## config.mk

```make
export PLATFORM = sky130hd
export DESIGN_NAME = rf_wb_arbiter
export DESIGN_NICKNAME = d
export VERILOG_FILES = /design/src/rtl/rf_wb_arbiter_pkg.sv /design/src/rtl/rf_wb_hazard_cmp.sv /design/src/rtl/rf_wb_arbiter.sv
export SDC_FILE = /design/constraint.sdc
export NUM_CORES = 1
export LEC_CHECK = 0
export ABC_AREA = 1
export CELL_PAD_IN_SITES_DETAIL_PLACEMENT = 1
export CELL_PAD_IN_SITES_GLOBAL_PLACEMENT = 2
export CORE_MARGIN = 1
export CORE_UTILIZATION = 19
export CTS_BUF_LIST = sky130_fd_sc_hd__clkbuf_4
export DETAILED_ROUTE_END_ITERATION = 7
export PLACE_DENSITY = 0.78
export REMOVE_ABC_BUFFERS = 1
export SLEW_MARGIN = 0
export SYNTH_ARGS = -nofsm -noshare
export SYNTH_HDL_FRONTEND = slang
export SYNTH_HIERARCHICAL = 1
export SYNTH_SLANG_ARGS = --single-unit
```

## constraint.sdc

```tcl
create_clock -name clk -period 1.4 [get_ports clk]
set_input_delay 0.28 -clock clk [delete_from_list [all_inputs] [get_ports clk]]
set_output_delay 0.28 -clock clk [all_outputs]
set_load 0.1 [all_outputs]
```

## src/rtl/rf_wb_arbiter_pkg.sv

```systemverilog
// Shared definitions for the register-file writeback arbiter.
// Purpose: width defaults, the x0 address constant and the priority encoding.
// No logic lives here; the arbiter top and the hazard comparator import it.
package rf_wb_arbiter_pkg;

    // Default register widths (x0..x31, 32-bit registers).
    localparam int DATA_W_DEF = 32;
    localparam int ADDR_W_DEF = 5;

    // Register x0 is hardwired to zero; writes to it are swallowed.
    localparam logic [ADDR_W_DEF-1:0] regAddr0 = '0;

    // Arbitration priority, derived each cycle from the starvation counter.
    typedef enum logic {
        PRIO_CSR = 1'b0,
        PRIO_WB  = 1'b1
    } prio_t;

endpackage

```

## src/rtl/rf_wb_hazard_cmp.sv

```systemverilog
// Purpose: flags a decode source register that still has a write in flight.
// Latency: purely combinational, no state.
// Backpressure: none; observes the arbiter request and issue signals only.
//
// Ports:
//   chk_addr            source register being decoded
//   rf_we/rf_waddr      write currently being issued to the register file
//   csr_valid/csr_addr  CSR writeback request (accepted or still waiting)
//   wb_valid/wb_addr    pipeline writeback request (accepted or still waiting)
//   hazard              a pending write targets chk_addr (never for x0)
module rf_wb_hazard_cmp
    import rf_wb_arbiter_pkg::*;
#(
    parameter int ADDR_W = ADDR_W_DEF
) (
    input  logic [ADDR_W-1:0] chk_addr,
    input  logic              rf_we,
    input  logic [ADDR_W-1:0] rf_waddr,
    input  logic              csr_valid,
    input  logic [ADDR_W-1:0] csr_addr,
    input  logic              wb_valid,
    input  logic [ADDR_W-1:0] wb_addr,
    output logic              hazard
);

    localparam logic [ADDR_W-1:0] ADDR_X0 = ADDR_W'(regAddr0);

    logic hit_issue;
    logic hit_csr;
    logic hit_wb;

    assign hit_issue = rf_we     && (rf_waddr == chk_addr);
    assign hit_csr   = csr_valid && (csr_addr == chk_addr);
    assign hit_wb    = wb_valid  && (wb_addr  == chk_addr);

    // x0 always reads as zero, so it can never be a hazard.
    assign hazard = (chk_addr != ADDR_X0) && (hit_issue || hit_csr || hit_wb);

endmodule

```

## src/rtl/rf_wb_arbiter.sv

```systemverilog
// Purpose: shares the register-file write port between CSR and WB writeback.
// Latency: a request accepted in cycle N appears on rf_we/rf_waddr/rf_wdata in N+1.
// Backpressure: valid/ready per requester; the loser holds its request until granted.
//
// Ports:
//   clk, rst                      clock, synchronous active-high reset
//   csr_valid/addr/data, csr_ready CSR read-result writeback handshake
//   wb_valid/addr/data, wb_ready   pipeline writeback handshake
//   rf_we/rf_waddr/rf_wdata        registered register-file write port
//   chk_addr1/2, hazard1/2         decode source addresses and in-flight flags
module rf_wb_arbiter
    import rf_wb_arbiter_pkg::*;
#(
    parameter int DATA_W     = DATA_W_DEF,
    parameter int ADDR_W     = ADDR_W_DEF,
    parameter int STARVE_MAX = 3
) (
    input  logic              clk,
    input  logic              rst,

    input  logic              csr_valid,
    input  logic [ADDR_W-1:0] csr_addr,
    input  logic [DATA_W-1:0] csr_data,
    output logic              csr_ready,

    input  logic              wb_valid,
    input  logic [ADDR_W-1:0] wb_addr,
    input  logic [DATA_W-1:0] wb_data,
    output logic              wb_ready,

    output logic              rf_we,
    output logic [ADDR_W-1:0] rf_waddr,
    output logic [DATA_W-1:0] rf_wdata,

    input  logic [ADDR_W-1:0] chk_addr1,
    input  logic [ADDR_W-1:0] chk_addr2,
    output logic              hazard1,
    output logic              hazard2
);

    localparam logic [ADDR_W-1:0] ADDR_X0        = ADDR_W'(regAddr0);
    localparam logic [3:0]        STARVE_MAX_CNT = 4'(STARVE_MAX);

    logic [3:0] starve_cnt;
    prio_t      prio;

    logic csr_act;   // CSR wants the port (valid, non-x0)
    logic wb_act;    // WB wants the port (valid, non-x0)
    logic conflict;  // both want the port for different registers
    logic csr_fire;
    logic wb_fire;

    assign csr_act  = csr_valid && (csr_addr != ADDR_X0);
    assign wb_act   = wb_valid  && (wb_addr  != ADDR_X0);
    assign conflict = csr_act && wb_act && (csr_addr != wb_addr);

    // WB is promoted for exactly one grant once it has waited STARVE_MAX cycles;
    // the counter clears on that grant, which drops priority back to CSR.
    assign prio = (starve_cnt == STARVE_MAX_CNT) ? PRIO_WB : PRIO_CSR;

    // Ready is a function of valids, addresses and the counter only. Without a
    // conflict both sides are ready: x0 writes are swallowed, a lone request
    // owns the port, and same-address requests merge into one write.
    assign csr_ready = !conflict || (prio == PRIO_CSR);
    assign wb_ready  = !conflict || (prio == PRIO_WB);

    assign csr_fire = csr_act && csr_ready;
    assign wb_fire  = wb_act  && wb_ready;

    always_ff @(posedge clk) begin
        if (rst) begin
            rf_we      <= 1'b0;
            rf_waddr   <= '0;
            rf_wdata   <= '0;
            starve_cnt <= '0;
        end else begin
            rf_we <= csr_fire || wb_fire;
            // On a same-address merge both fire; CSR data takes precedence.
            if (csr_fire) begin
                rf_waddr <= csr_addr;
                rf_wdata <= csr_data;
            end else if (wb_fire) begin
                rf_waddr <= wb_addr;
                rf_wdata <= wb_data;
            end

            // An x0 WB request (valid, zero address) leaves the counter alone.
            if (!wb_valid || wb_fire) begin
                starve_cnt <= '0;
            end else if (wb_act && !wb_ready && (starve_cnt != STARVE_MAX_CNT)) begin
                starve_cnt <= starve_cnt + 4'd1;
            end
        end
    end

    rf_wb_hazard_cmp #(
        .ADDR_W (ADDR_W)
    ) u_hazard1 (
        .chk_addr  (chk_addr1),
        .rf_we     (rf_we),
        .rf_waddr  (rf_waddr),
        .csr_valid (csr_valid),
        .csr_addr  (csr_addr),
        .wb_valid  (wb_valid),
        .wb_addr   (wb_addr),
        .hazard    (hazard1)
    );

    rf_wb_hazard_cmp #(
        .ADDR_W (ADDR_W)
    ) u_hazard2 (
        .chk_addr  (chk_addr2),
        .rf_we     (rf_we),
        .rf_waddr  (rf_waddr),
        .csr_valid (csr_valid),
        .csr_addr  (csr_addr),
        .wb_valid  (wb_valid),
        .wb_addr   (wb_addr),
        .hazard    (hazard2)
    );

endmodule

```

==> flow_summary.toml, run 1 <==
[outcome]
status = "complete, but fails checks"
violations = "negative setup slack"

[clock_network]
cts-root-buf = "clkbuf_4"
clk_pin_slew_ns = 0.13
cts_tree = "yes"
cts_max_path_buffers = 2
cts_sinks = 42
cts-buffers-inserted = 5
htree_levels = 2
clkLatencyLatePin_ns = 0.38

[place]
place.gp.congestion = 0.862
dpl.hpwl_um = 9860
dpl_worst_slack_ns = -0.843
dpl_cell_area_sq_um = 5570
io_buffers = 129

[sta]
finClkSkew_ns = 0.0277
setup_viol = 41
rsz0062_at_grt = "yes"
layout_setup_ws_ns = -0.399
finalCritPeriodShare = 1.29
finalCriticalPeriod_ns = 1.80
max_freq_mhz = 556
finalHoldViolCount = 0
tightestPinTransition_ns = 0.273
max_slew_margin = 0.817
slew_viol_final = 0

[power]
irDropWorstVdd_mv = 0.475
p_leak_nw = 3.39
powerDensity_nw_per_um2 = 702

[yosys]
yosysMostFrequentCell = "nand2_1"
yosys.area_share.simple = 0.516
ys_seq_elements = 42
ys_seq_area_frac = 0.274
yosysTopAreaCellShare = 0.274
synth_top_area_cell = "dfxtp_1"
muxShareOfSynthArea = 0
ys.flop_type = "dfxtp_1"
async_reset_ff_frac = 0
synth_top_family_by_area = "simple AND/OR/NAND/NOR gates"
synth-compound-area-share = 0.00977
syn_area_per_cell_sq_um = 5.72
yosys-top-cells-area = "dfxtp_1 27%, nand2_1 26%, inv_1 14%, nand3_1 11%, nand3_2 7.8%"
ys.warnings.count = 6
ys_top_cells_by_count = "213 x nand2_1, 113 x inv_1, 65 x nand3_1"
syn_inst = 537
synth_area_sq_um = 3070
synth_xor_area_frac = 0.00855
synth_edf_count = 0
synth_fa_ha_area_frac = 0.00407
ys_types = 23

[setup_path]
required_ns = 1.12
critPathMaxStageDelay_ns = 0.40
reg2reg_depth = 12
path_delay_family = "simple AND/OR/NAND/NOR gates"
crit_top_cell = "nand2_1"
crit_chain = "inv_2 -> nand2_1 -> nand2_1 -> nor2_2 -> nand3_1 -> nand3_1 -> nand2_1 -> inv_2 -> buf_12"
crit_path_top_delay_cell = "dfxtp_4"
path_buf_inv = 3
crit_type = "register to output pin"
regToRegSetupSlack_ns = -0.18
worstPathMaxFanout = 6
worst-path-stages = 9
startpoint_type = "register"
crit_path_end_kind = "output pin"
critPathArrivalTime_ns = 1.52

[floorplan]
num_rows = 46
initial_utilization = 0.194
core_area_sq_um = 15800
num_io_pins = 130
die-area_sq_um = 16700
die_h_um = 129
dieWidth_um = 129

[worst_hold_path]
hold_depth = 6
hp-class = "input pin to register"

[detailed_routing]
drc_errors = 0
antenna_left = 0
wl_met3_um = 1100
drt-wirelength-per-cell_um = 13.6
dr.max_layer_used = "met4"
drtPass1Iterations = 4
wl_met1_um = 5240
via_per_inst = 4.17
wl_um = 13100
vias = 4016
drt_iter0_markers = 69
wl_met2_um = 6530

[global_route]
grt_pass1_wl_um = 20900
gr-total-overflow = 0
grt.total_usage = 0.161
grt_max_degree = 26
grt_pass1_vias = 4288
antenna_found_initial = 0

[run]
drv_cap = 0

[finish]
fin_area_sq_um = 6480
syn2layout_area_growth_pct = 111
final_util = 0.409
drive_gt1_frac = 0.402
num_antenna_cells = 0
fin_nets = 835
==> timing repair <==
| action | CTS | global route |
|---|---|---|
| resized for setup | 183 | 54 |
| pin swaps | 38 | 35 |
| setup endpoints to repair | 51 | 45 |
| setup buffers | 17 | 7 |
| cloned | 3 | 0 |
| endpoints found under the hold margin | 0 | 0 |
| hold buffers | 0 | 0 |
==> worst paths after layout <==
path                               endpoint                       start
setup / recovery                    hazard1    rf_waddr[4]$_SDFFE_PP0P_
hold / removal     rf_waddr[1]$_SDFFE_PP0P_                  wb_addr[1]
setup reg to reg  rf_wdata[10]$_SDFFE_PP0P_  starve_cnt[0]$_SDFFE_PP0P_
hold reg to reg   rf_wdata[31]$_SDFFE_PP0P_   rf_wdata[31]$_SDFFE_PP0P_
==> kinds of logic after synthesis <==
| kind of cell | after synthesis |
|---|---|
| xor gates and xnor gates | 3 |
| DFF | 42 |
| AOI/OAI and AO/OA | 6 |
| buffers and inverters | 138 |
| adders and majority gates | 1 |
| and+or+nand+nor | 347 |
==> cells in the final DEF, fill, tap and decap left out, types with 3 or more instances in the layout <==
cell type,count
buf_12,56
buf_16,3
buf_2,7
buf_4,62
buf_6,12
clkbuf_4,5
clkdlybuf4s50_1,65
dfxtp_1,34
dfxtp_2,3
dfxtp_4,5
dlygate4sd2_1,12
inv_1,102
inv_2,18
nand2_1,172
nand2_2,10
nand2_4,33
nand3_1,26
nand3_2,62
nor2_1,25
nor2_2,10
==> area by class of cell <==
type | count | area, sq um
clock buffer | 5 | 37.5
sequential | 42 | 863
multi-input combinational | 357 | 2200
timing repair buffer | 220 | 2620
inverter | 120 | 450
fill | 1912 | 9350
clock inverter | 3 | 40.0
tap | 216 | 270
==> sequential cells by signal (all words and copies together) (netlist names) <==
| signal | cells |
|---|---|
| rf_we | 1 |
| rf_wdata | 32 |
| rf_waddr | 5 |
| starve_cnt | 4 |
==> worst reg2reg max path: stages, from the launching register on <==
cell	delay, ns
dfxtp_2	0.38
ha_4	0.15
nand2_4	0.06
inv_2	0.07
nand3_4	0.08
buf_6	0.14
buf_12	0.13
nand2_8	0.09
buf_12	0.12
buf_12	0.14
nand2_4	0.06
nand3_2	0.05
nand2_1	0.05
==> per-stage QoR <==
step                      TNS, ns  instances  hold slack, ns  power [mW]
after floorplan            -32.70        519           0.474        2.48
after global placement     -34.79        933           0.477        3.51
after detailed placement   -37.29        933           0.484        3.54
after CTS                   -5.74        961           0.390        4.57
after global routing        -9.26        963           0.397        4.81
final                       -6.47        963           0.399        4.55
==> layer usage <==
layer | vias to the layer above | global-route usage
met5 | - | 0
met2 | 116 | 0.290
met1 | 1883 | 0.180
met3 | 16 | 0.0528
met4 | 0 | 0.0464
li1 | 2001 | -
==> report_power, final <==
part | total [mW] | internal, mW | switching, mW
registers | 1.41 | 1.29 | 0.115
clock network | 0.827 | 0.371 | 0.456
logic | 2.32 | 0.972 | 1.35
total | 4.55 | 2.63 | 1.92
(Power assumes the default switching activity.)
==> run 2: changes to the inputs <==
--- a/config.mk
+++ b/config.mk
@@ -9,10 +9,10 @@
 export CELL_PAD_IN_SITES_DETAIL_PLACEMENT = 1
 export CELL_PAD_IN_SITES_GLOBAL_PLACEMENT = 2
 export CORE_MARGIN = 1
-export CORE_UTILIZATION = 19
+export CORE_UTILIZATION = 23
 export CTS_BUF_LIST = sky130_fd_sc_hd__clkbuf_4
 export DETAILED_ROUTE_END_ITERATION = 7
-export PLACE_DENSITY = 0.78
+export PLACE_DENSITY = 0.89
 export REMOVE_ABC_BUFFERS = 1
 export SLEW_MARGIN = 0
 export SYNTH_ARGS = -nofsm -noshare
==> constraint.sdc (replaced) <==
create_clock -name clk -period 2.3 [get_ports clk]
set_input_delay 0.46 -clock clk [delete_from_list [all_inputs] [get_ports clk]]
set_output_delay 0.46 -clock clk [all_outputs]
set_load 0.1 [all_outputs]
==> flow_summary.toml, run 2 (synthesized netlist as in run 1, its figures left out) <==
[floorplan]
die_h_um = 118
num_rows = 41
core_area_sq_um = 12800
initial_utilization = 0.240
num_io_pins = 130
dieWidth_um = 118
die-area_sq_um = 13800

[finish]
drive_gt1_frac = 0.202
mostFrequentLayoutCells = "212 x nand2_1, 107 x inv_1, 70 x buf_4"
final_cells = 866
biggestRegsByFlops = "rf_wdata x32, rf_waddr x5, starve_cnt x4"
seqCellArea_sq_um = 841
largest_register = "rf_wdata"
num_antenna_cells = 0
fin_nets = 783
syn2layout_area_growth_pct = 58.1
layout_commonest_cell = "nand2_1"
n_fill_cell = 1733
largest_reg_flops = 32
multiInputGateArea_sq_um = 1690

[clock_network]
cts_tree = "yes"
cts_sinks = 42
cts-root-buf = "clkbuf_4"
ctsHoldBuffers = 0
clk_pin_slew_ns = 0.12
cts-buffers-inserted = 5
clkLatencyLatePin_ns = 0.36
htree_levels = 2
cts_max_path_buffers = 2

[setup_path]
required_ns = 1.84
critPathArrivalTime_ns = 1.74
worstPathMaxFanout = 4
endpoint = "hazard1"
startpoint = "wb_valid"
crit_path_end_kind = "output pin"
crit_type = "input pin to output pin"
reg2reg_to = "rf_wdata[6]$_SDFFE_PP0P_"
regToRegSetupSlack_ns = 0.60
reg2reg_from = "starve_cnt[0]$_SDFFE_PP0P_"
reg2reg_depth = 10
startpoint_type = "input pin"

[power]
p_leak_nw = 2.75
power_frac_clock = 0.166
switchingPower_mw = 1.01
intPower_mw = 1.28
powerDensity_nw_per_um2 = 471
p_seq_frac = 0.361
combPwrFrac = 0.474
sw_frac_of_total = 0.441
irDropWorstVdd_mv = 0.226

[global_route]
grt_max_degree = 26
grt_pass1_wl_um = 18800
grt.total_usage = 0.167
grt_pass1_vias = 3927
gr-total-overflow = 0
antenna_found_initial = 0

[detailed_routing]
drt_iter0_markers = 88
via_per_inst = 4.27
wl_um = 11100
drc_errors = 0
drtPass1Iterations = 4
vias = 3695
drt-wirelength-per-cell_um = 12.8
antenna_left = 0

[sta]
rsz0062_at_grt = "no"
finalCriticalPeriod_ns = 2.20
finalCritPeriodShare = 0.957
slew_viol_final = 0
finClkSkew_ns = 0.00524
max_freq_mhz = 454
finalHoldViolCount = 0
layout_setup_ws_ns = 0.0996
setup_viol = 0
tightestPinTransition_ns = 0.314
setup_tns_ns = 0
max_slew_margin = 0.791

[run]
drv_cap = 0

[worst_hold_path]
hp-start = "rf_wdata[16]$_SDFFE_PP0P_"
hp-class = "register to register"

[outcome]
status = "finished, final reports clean"

[place]
place.gp.congestion = 0.787
dpl.hpwl_um = 8750
dpl_worst_slack_ns = -0.155
io_buffers = 129
placed_cells = 857
-- run 2: layout make-up --
class	count	area share
well taps	172	0.0443
multi-input cells	357	0.348
inverters	120	0.0927
repair buffers	168	0.331
clock buffers	7	0.0108
flip-flops and latches	42	0.173
-- run 2: routing by layer --
layer	GRT usage	routed length, um	vias up
li1	-	-	1893
met2	0.307	5460	96
met4	0.0369	90	0
met1	0.188	4750	1701
met5	0	0	-
met3	0.0504	771	5
-- run 2: timing repair --
item | CTS | global route
cloned | 0 | 0
pin swaps | 1 | 6
endpoints found under the setup margin | 4 | 4
gates resized for setup | 18 | 18
buffers inserted | 1 | 1
-- run 2: worst max-delay path: stages --
cell             delay, ns
clkdlybuf4s50_1       0.61
nand2_1               0.10
nor2_1                0.12
nand3_1               0.08
nand3_1               0.07
nand2_1               0.06
inv_2                 0.07
buf_12                0.17
-- run 2: how the worst min path moves through the flow --
stage | end | cells past startpoint | slack (ns)
2_1_floorplan | starve_cnt[0]$_SDFFE_PP0P_ | 4 | 0.53
3_3_place_gp | rf_wdata[20]$_SDFFE_PP0P_ | 2 | 0.44
3_5_place_dp | rf_wdata[0]$_SDFFE_PP0P_ | 2 | 0.44
4_1_cts | rf_wdata[16]$_SDFFE_PP0P_ | 2 | 0.46
5_1_grt | rf_wdata[16]$_SDFFE_PP0P_ | 2 | 0.48
6_report | rf_wdata[16]$_SDFFE_PP0P_ | 2 | 0.46
-- run 2: power groups by stage --
stage	clock network (mW)	logic, mW	registers [mW]
after floorplan	0	0.265	1.24
after global routing	0.442	1.16	0.836
final	0.380	1.08	0.826
after detailed placement	0	1.09	0.843
after CTS	0.407	1.09	0.827
after global placement	0	1.08	0.841
-- run 2: per-stage QoR --
stage                     area, sq um   util  hold slack [ns]  power (mW)
final                            4860  0.379            0.459        2.29
after detailed placement         4750  0.370            0.440        1.94
after global placement           4750  0.370            0.439        1.92
after CTS                        4820  0.376            0.464        2.33
after floorplan                  2950      -            0.529        1.51
after global routing             4860  0.379            0.476        2.44
==> run 3: changes to the inputs <==
--- a/config.mk
+++ b/config.mk
@@ -13,7 +13,6 @@
 export CTS_BUF_LIST = sky130_fd_sc_hd__clkbuf_4
 export DETAILED_ROUTE_END_ITERATION = 7
 export PLACE_DENSITY = 0.89
-export REMOVE_ABC_BUFFERS = 1
 export SLEW_MARGIN = 0
 export SYNTH_ARGS = -nofsm -noshare
 export SYNTH_HDL_FRONTEND = slang
==> flow_summary.toml, run 3 (synthesized netlist as in run 1, its figures left out) <==
[power]
irDropWorstVdd_mv = 0.341
p_leak_nw = 2.70
combPwrFrac = 0.444
power.total_mw = 2.43
powerDensity_nw_per_um2 = 502
switchingPower_mw = 1.05
intPower_mw = 1.38
p_seq_frac = 0.341
sw_frac_of_total = 0.433
power_frac_clock = 0.215

[sta]
tightestPinTransition_ns = 0.369
setup_viol = 0
slew_viol_final = 0
finalCriticalPeriod_ns = 2.21
finalCritPeriodShare = 0.962
max_freq_mhz = 452
finClkSkew_ns = 0.00656
max_slew_margin = 0.754
rsz0062_at_grt = "no"
finalHoldViolCount = 0

[setup_path]
path_buf_inv = 4
critPathMaxStageDelay_ns = 0.49
worstPathMaxFanout = 6
crit_chain = "clkdlybuf4s50_1 -> inv_2 -> nand2_1 -> nand2_1 -> nor2_1 -> nand3_1 -> nand3_1 -> nand2_1 -> inv_2 -> buf_12"
reg2reg_from = "starve_cnt[0]$_SDFFE_PP0P_"
crit_type = "input pin to output pin"
crit_top_cell = "nand2_1"
regToRegSetupSlack_ns = 0.50
crit_path_top_delay_cell = "clkdlybuf4s50_1"
required_ns = 1.84
critPathArrivalTime_ns = 1.75
reg2reg_to = "rf_wdata[0]$_SDFFE_PP0P_"
path_delay_family = "buffers and inverters"
reg2reg_depth = 10
startpoint_type = "input pin"
crit_path_end_kind = "output pin"

[finish]
layout_commonest_cell = "nand2_1"
largest_reg_flops = 32
fin_nets = 779
drive_gt1_frac = 0.204
fin_area_sq_um = 4850
syn2layout_area_growth_pct = 57.8
biggestRegsByFlops = "rf_wdata x32, rf_waddr x5, starve_cnt x4"
mostFrequentLayoutCells = "211 x nand2_1, 107 x inv_1, 68 x clkdlybuf4s50_1"
num_antenna_cells = 0
largest_register = "rf_wdata"

[place]
place.gp.congestion = 0.825
io_buffers = 129
dpl_cell_area_sq_um = 4750
dpl.hpwl_um = 9190

[clock_network]
clk_pin_slew_ns = 0.14
htree_levels = 2
cts_max_path_buffers = 2
cts-root-buf = "clkbuf_4"
clkLatencyLatePin_ns = 0.36
ctsHoldBuffers = 0
cts_sinks = 42
cts_tree = "yes"
cts-buffers-inserted = 5

[outcome]
status = "finished, final reports clean"

[global_route]
grt_pass1_wl_um = 19000
grt_max_degree = 29
gr-total-overflow = 0
grt_pass1_vias = 4002
grt.total_usage = 0.168
antenna_found_initial = 0

[worst_hold_path]
hold_depth = 2
holdPathEnd = "rf_wdata[16]$_SDFFE_PP0P_"
hp-class = "register to register"
hp-start = "rf_wdata[16]$_SDFFE_PP0P_"

[detailed_routing]
wl_um = 11600
drt-wirelength-per-cell_um = 13.5
via_per_inst = 4.33
antenna_left = 0
drtPass1Iterations = 4
vias = 3736
drc_errors = 0
drt_iter0_markers = 114

[floorplan]
num_io_pins = 130
initial_utilization = 0.240
core_area_sq_um = 12800
die-area_sq_um = 13800
die_h_um = 118
num_rows = 41
dieWidth_um = 118

[run]
drv_cap = 0

[yosys]
syn_nets = 626
-- run 3: changes by cell type in the layout (fill, tap and decap cells not counted), moves of 4 or more --
| cell | before | now |
|---|---|---|
| dlygate4sd2_1 | 11 | 16 |
| buf_4 | 70 | 66 |
| dlymetal6s2s_1 | 9 | 3 |
| dfxtp_1 | 42 | 36 |
| dfxtp_2 | 0 | 6 |
-- run 3: final cells by class --
class,instances,area [sq um]
clock buffers,6,45.0
clock inverters,2,37.5
fillers,1717,7980
inverters,120,450
multi-input cells,357,1690
flip-flops and latches,42,848
well taps,172,215
repair buffers,164,1570
-- run 3: worst min-delay path, cell delays in order, from the launching register on --
cell and delay, ns:
dfxtp_1 0.34, nand2_1 0.06, nand2_1 0.04
-- run 3: worst max-delay path by stage --
stage,from,endpoint,cells past startpoint
floorplan,rf_waddr[3]$_SDFFE_PP0P_,hazard1,8
finish,chk_addr2[0],hazard2,10
CTS,wb_addr[0],wb_ready,8
global route,chk_addr2[0],hazard2,10
detailed placement,wb_addr[1],csr_ready,8
global placement,csr_addr[1],csr_ready,8
-- run 3: timing repair --
action	4_1_cts	5_1_grt
buffers inserted	1	0
pin swaps	2	8
resized for setup	19	13
setup endpoints to repair	4	4
hold endpoints to repair	0	0
-- run 3: per-layer routing --
layer  vias to the layer above  track usage  routed length, um
met2                        95        0.318               6000
li1                       1885            -                  -
met1                      1745        0.180               4720
met4                         0       0.0465                129
met3                        11       0.0480                772
met5                         -            0                  0
-- run 3: through the flow --
stage / util / setup slack (ns) / setup TNS, ns / hold WS [ns] / instances
detailed placement: 0.370 / -0.139 / -3.32 / 0.447 / 854
CTS: 0.376 / 0.00735 / 0 / 0.471 / 863
global placement: 0.370 / -0.119 / -1.20 / 0.440 / 854
floorplan: - / 0.0991 / 0 / 0.529 / 537
finish: 0.378 / 0.0874 / 0 / 0.465 / 863
global route: 0.378 / 0.00120 / 0 / 0.486 / 863
-- run 3: power groups by stage --
stage                     Sequential, mW  Clock (mW)  Combinational, mW
after floorplan                     1.25           0              0.278
after global placement             0.845           0               1.07
after detailed placement           0.846           0               1.09
after CTS                          0.832       0.544               1.09
after global routing               0.840       0.572               1.15
final                              0.830       0.523               1.08
